$ cat src/rtl/level_timer.sv
// Level-scaled countdown timer: loads max(START_SEC - level*DEC_PER_LEVEL, MIN_SEC) seconds and counts down in RUN.
// Defining LEVEL_TIMER_BONUS_EN adds the bonus input, which adds BONUS_SEC (saturating) in RUN or PAUSE.
module level_timer #(
    parameter int CLK_HZ        = 50000000,
    parameter int START_SEC     = 60,
    parameter int SEC_W         = 6,
    parameter int LEVEL_W       = 4,
    parameter int DEC_PER_LEVEL = 5,
    parameter int MIN_SEC       = 10,
    parameter int WARN_SEC      = 10,
    parameter int BONUS_SEC     = 5
) (
    input  logic               clk,
    input  logic               Reset,
    input  logic               gameStart,
    input  logic               gameEnd,
    input  logic               pause,
    input  logic [LEVEL_W-1:0] level,
`ifdef LEVEL_TIMER_BONUS_EN
    input  logic               bonus,
`endif
    output logic [SEC_W-1:0]   tim,
    output logic               warn,
    output logic               expired,
    output logic               running
);

    localparam int PRESC_W = (CLK_HZ > 1) ? $clog2(CLK_HZ) : 1;
    localparam logic [PRESC_W-1:0] PRESC_RELOAD = PRESC_W'(CLK_HZ - 1);
    localparam int TIM_MAX = (1 << SEC_W) - 1;

    typedef enum logic [1:0] {IDLE, RUN, PAUSE, DONE} state_t;

    state_t               state, state_n;
    logic [SEC_W-1:0]     tim_n;
    logic [PRESC_W-1:0]   presc, presc_n;
    logic [LEVEL_W-1:0]   prev_level, prev_n;
    logic                 expired_n;
    logic                 tick;
    logic                 bonus_hit;
    logic [SEC_W-1:0]     load_val;
    int                   load_int;
    int                   tim_calc;

    // Signed 32-bit arithmetic so a large level cannot wrap below the floor.
    always_comb begin
        load_int = START_SEC - int'(level) * DEC_PER_LEVEL;
        load_val = (load_int < MIN_SEC) ? SEC_W'(MIN_SEC) : SEC_W'(load_int);
    end

`ifdef LEVEL_TIMER_BONUS_EN
    assign bonus_hit = bonus && (state == RUN || state == PAUSE);
`else
    assign bonus_hit = 1'b0;
`endif

    always_ff @(posedge clk or posedge Reset) begin
        if (Reset) begin
            state      <= IDLE;
            tim        <= SEC_W'(START_SEC);
            presc      <= PRESC_RELOAD;
            prev_level <= '0;
            expired    <= 1'b0;
        end else begin
            state      <= state_n;
            tim        <= tim_n;
            presc      <= presc_n;
            prev_level <= prev_n;
            expired    <= expired_n;
        end
    end

    always_comb begin
        state_n   = state;
        tim_n     = tim;
        presc_n   = presc;
        prev_n    = prev_level;
        expired_n = 1'b0;
        tick      = 1'b0;
        tim_calc  = int'(tim);
        if (level > prev_level) begin
            prev_n  = level;
            tim_n   = load_val;
            presc_n = PRESC_RELOAD;
            state_n = (gameStart && !gameEnd) ? RUN : IDLE;
        end else if (!gameStart || gameEnd) begin
            state_n = IDLE;
            tim_n   = load_val;
            presc_n = PRESC_RELOAD;
        end else begin
            case (state)
                IDLE:    if (!pause) state_n = RUN;
                RUN: begin
                    if (pause) begin
                        state_n = PAUSE;
                    end else if (presc == '0) begin
                        tick     = 1'b1;
                        presc_n  = PRESC_RELOAD;
                        tim_calc = tim_calc - 1;
                    end else begin
                        presc_n = presc - PRESC_W'(1);
                    end
                end
                PAUSE:   if (!pause) state_n = RUN;
                default: ;
            endcase
            // A bonus on the tick edge is added after the decrement.
            if (bonus_hit)
                tim_calc = (tim_calc + BONUS_SEC > TIM_MAX) ? TIM_MAX : tim_calc + BONUS_SEC;
            if (tick && tim_calc <= 0) begin
                tim_calc  = 0;
                state_n   = DONE;
                expired_n = 1'b1;
            end
            tim_n = SEC_W'(tim_calc);
        end
    end

    assign running = (state == RUN);
    assign warn    = (state == RUN || state == PAUSE) && (tim != '0) && (int'(tim) <= WARN_SEC);

endmodule

$ cat config.mk
export PLATFORM = sky130hd
export DESIGN_NAME = level_timer
export DESIGN_NICKNAME = d
export VERILOG_FILES = /design/src/rtl/level_timer.sv
export SDC_FILE = /design/constraint.sdc
export NUM_CORES = 1
export LEC_CHECK = 0
export BUFFER_PORTS_ARGS = -buffer_cell sky130_fd_sc_hd__buf_4
export CAP_MARGIN = 20
export CORE_MARGIN = 2
export CORE_UTILIZATION = 55
export DETAILED_ROUTE_END_ITERATION = 7
export PLACE_DENSITY_LB_ADDON = 0.08
export SYNTH_ARGS = -nofsm -noshare
export SYNTH_HDL_FRONTEND = slang
export SYNTH_SLANG_ARGS = --single-unit
$ cat constraint.sdc
create_clock -name clk -period 1.9 [get_ports clk]
set_input_delay 0 -clock clk [delete_from_list [all_inputs] [get_ports clk]]
set_output_delay 0 -clock clk [all_outputs]
set_load 0.005 [all_outputs]
==> summary.txt <==
Floorplanning
  – Die ar.: roughly 0.0053 mm2
  – Initial Utilization: a little under three fifths
  – Die X: 72.97 um
  – Core region area: between 0.004 and 0.005 mm2
  – # IOs: 18
  – Die H: 72.97 um
  – Core Rows: 25

Drt
  – DR vias: approximately 3000
  – 1st-iter DRT viols: approximately 320
  – 1st-pass router iterations: 5
  – Via/cell ratio: roughly 6.6
  – Drt drc: 0
  – Total wire length: around 10000 um
  – DRT antenna net count: 0
  – WL/cell: around 22 um

Yosys
  – Synth Area in Compound Gates: around 14%
  – Number of synthesized register bits: 39
  – Mapped cell area: ~0.0026 mm2
  – Top_reg_cell synth: dfstp_2
  – Distinct cells, synth: 55
  – Post-Synthesis Cells: slightly below 300
  – Fraction of registers with async set/reset: between 90% and 100%
  – Simple-gate area share of the yosys netlist: a little over a quarter
  – Net count after synthesis: 321
  – Post-synth EDFFs: 0
  – Largest family of logic cells by synthesized area: simple AND/OR/NAND/NOR gates
  – Syn avg cell area: about 8.9 um2
  – Post-synthesis mux area share: roughly 2.3%
  – YS warnings: 0
  – Sequential cell area fraction in the yosys report: 38.35%
  – Post-synthesis adder-cell area fraction: about a tenth
  – Synth Area in XOR/XNOR: between 4 and 5%

Cells and area
  – Layout cells sized above 1: 53.09%
  – Final nets: roughly 430
  – Layout fillers: between 150 and 200
  – Final instance area: roughly 0.0042 mm2
  – Area growth, synth to finish: 61.21%
  – Antenna cells: 0

GRT
  – Vias in the first global route: about 2800
  – GR Util All Layers: between 30% and 40%
  – Total grt overflow: 0
  – First-pass GRT wire length: roughly 13000 um
  – Initial antenna violation count: 0
  – Largest net degree at the start of global routing: 40

CTS
  – CTS tree: done
  – Clk slew on worst S/H paths: 80 ps
  – CTS Buf Count: 5
  – Clock sink count: 39
  – Clock Latency Late Sink: roughly 310 ps
  – H-tree Lvls: 2
  – Clock tree buffer depth: 2
  – Root buffer cell: clkbuf_8

Worst setup path
  – CP startpoint kind: flop
  – CP peak stage delay: around 350 ps
  – Critical path's most frequent cell: buf_4
  – R2R depth: 10
  – R2R Setup Slk: -330 ps
  – Crit Path Category: reg -> reg
  – CP Data Required Time: between 2000 and 2500 ps
  – Reg-to-reg endpoint: tim[0]
  – Critical-path maximum fanout: 6
  – Arrival time worst endpoint: ~2400 ps
  – Crit path from: prev_level[1]
  – CP Cell Sequence: inv_2, ha_4, nor2b_4, o211ai_1, buf_4, a21boi_2, nor2_1, buf_4, a211o_1, o22ai_1
  – Critical R2R Launch: prev_level[1]
  – CP Capture Point: tim[0]
  – Slowest stage cell, crit path: dfrtp_1
  – Crit. End Element: flop

Job
  – Max_cap viols: 0

Timing
  – Final Skew: roughly 14 ps
  – Fmax: between 400 and 500 MHz
  – Worst Tran Pin Value: slightly above 700 ps
  – Final worst slack: -331.6 ps
  – Slew HR: 52.54%
  – Max-slew violations: 0
  – Hold WS: approximately 86 ps
  – Final Setup Violations: 35
  – Part of the cycle the worst path needs: 117.5%
  – RSZ-0062 raised after global routing: true
  – Fin crit period: 2232 ps
  – Final Hold Fails: 0

Pwr
  – Peak VDD IR: between 0.9 and 1 mV
  – Leak Pwr: roughly 1.8 nW
  – Post-layout power: between 3 and 4 mW
  – Pwr per Cell Area: approximately 730 mW/mm2

Placement
  – Placer Congestion: roughly 0.85
  – Post-DP HPWL: 5025 um
  – Area after DPL: roughly 0.0034 mm2
  – I/O Buffers: 17
  – Pre-CTS WS: -371.4 ps

Run status
  – Failing checks: setup timing
  – Status: complete, but fails checks

Min path
  – Hold WC Path Type: in -> reg
==> flip-flops by register name (all words and copies together), names as in the netlist <==
| signal | count |
|---|---|
| expired | 1 |
| presc | 26 |
| prev_level | 4 |
| state | 2 |
| tim | 6 |
==> final cells by class <==
class	instances	area, um2	share of cell area (%)
multi-input cells	227	2051	48.62
flip-flops and latches	39	1003	23.79
repair buffers	112	939.7	22.28
clock buffers	6	72.57	1.721
inverters	19	71.32	1.691
well taps	54	67.56	1.602
clock inverters	2	12.51	0.2966
==> worst max-delay path, delay by kind of cell, from the launching register on <==
family	cells	cell delay, ps
AOI/OAI and AO/OA	4	870
buffers and inverters	3	430
DFF	1	350
adders and majority gates	1	260
and+or+nand+nor	2	220
==> metal layers <==
layer  part of all wire, %  GRT usage (%)  vias up
met5                     0              0        -
met4                   5.4          16.26        0
met3                   7.8          5.663       69
met2                    49          52.42      195
met1                    37          40.97     1466
li1                      -              -     1281
==> repair_timing <==
item                                    in CTS  in global routing
endpoints found under the hold margin       18                  0
hold buffers                                 2                  0
endpoints found under the setup margin      35                 35
pin swaps                                   16                 32
setup buffers                               10                  8
gates resized for setup                     38                 60
gates cloned                                 0                  1
==> layout by cell type, fill, tap and decap left out, drive strengths merged, types with 14 or more instances in the layout <==
cell type and instances:
a21oi 18, buf 109, dfrtp 17, dfstp 22, ha 19, inv 19
nand2 32, nor2 19, nor3 23, o21ai 14
==> through the flow <==
stage | setup TNS [ps] | util [%] | std cells
3_5_place_dp | -6517 | 73.77 | 430
5_1_grt | -8174 | 90.50 | 459
4_1_cts | -1813 | 81.66 | 450
2_1_floorplan | -97.38 | - | 293
6_report | -6180 | 90.50 | 459
3_3_place_gp | -4342 | 73.77 | 430
==> Yosys cell counts, types with 2 or more instances <==
| master | instances | area share (%) |
|---|---|---|
| nor2_1 | 18 | 2.6 |
| or3b_2 | 2 | 0.67 |
| nand2_1 | 30 | 4.3 |
| nand3_1 | 4 | 0.77 |
| nand2_2 | 2 | 0.48 |
| a41oi_1 | 2 | 0.67 |
| or4_1 | 3 | 0.86 |
| or3_1 | 5 | 1.2 |
| o41ai_1 | 2 | 0.67 |
| buf_2 | 3 | 0.57 |
| a31oi_1 | 5 | 1.2 |
| ha_1 | 19 | 9.1 |
| nand4_1 | 3 | 0.72 |
| nor2b_1 | 5 | 1.2 |
| nor3_1 | 22 | 4.2 |
| dfstp_2 | 22 | 22 |
| dfrtp_1 | 17 | 16 |
| nor4_1 | 11 | 2.6 |
| clkbuf_1 | 3 | 0.43 |
| xor2_1 | 2 | 0.67 |
| mux2i_1 | 6 | 2.3 |
| and3_1 | 4 | 0.96 |
| inv_1 | 19 | 2.7 |
| o22ai_1 | 4 | 0.96 |
| xnor2_1 | 12 | 4.0 |
| nand2b_1 | 9 | 2.2 |
| o21ai_0 | 14 | 2.7 |
| a21oi_1 | 18 | 3.4 |
==> where the power goes <==
group          leakage (nW)  total (mW)  switching (mW)  internal [mW]
combinational          1.30        1.48           0.800          0.681
sequential            0.456        1.01          0.0725          0.939
clock                0.0412       0.583           0.325          0.257
total                  1.80        3.08            1.20           1.88
==> logic make-up after synthesis <==
logic type / Yosys count
AO/OA/AOI/OAI: 59
flip-flops: 39
XOR/XNOR: 14
multiplexers: 6
AND/OR/NAND/NOR: 128
adder cells (fa/ha/maj): 20
buffers and inverters: 27
==> how the worst min path moves through the flow <==
stage / slack, ps / to / startpoint / depth (start not counted)
after CTS: 80 / prev_level[1] / level[1] / 4
after global routing: 90 / prev_level[0] / level[0] / 3
after floorplan: 120 / prev_level[1] / level[1] / 2
after global placement: 150 / prev_level[0] / Reset / 3
final: 90 / prev_level[1] / level[1] / 4
after detailed placement: 160 / prev_level[0] / Reset / 3
No activity file was read; power rests on OpenSTA's default activity.
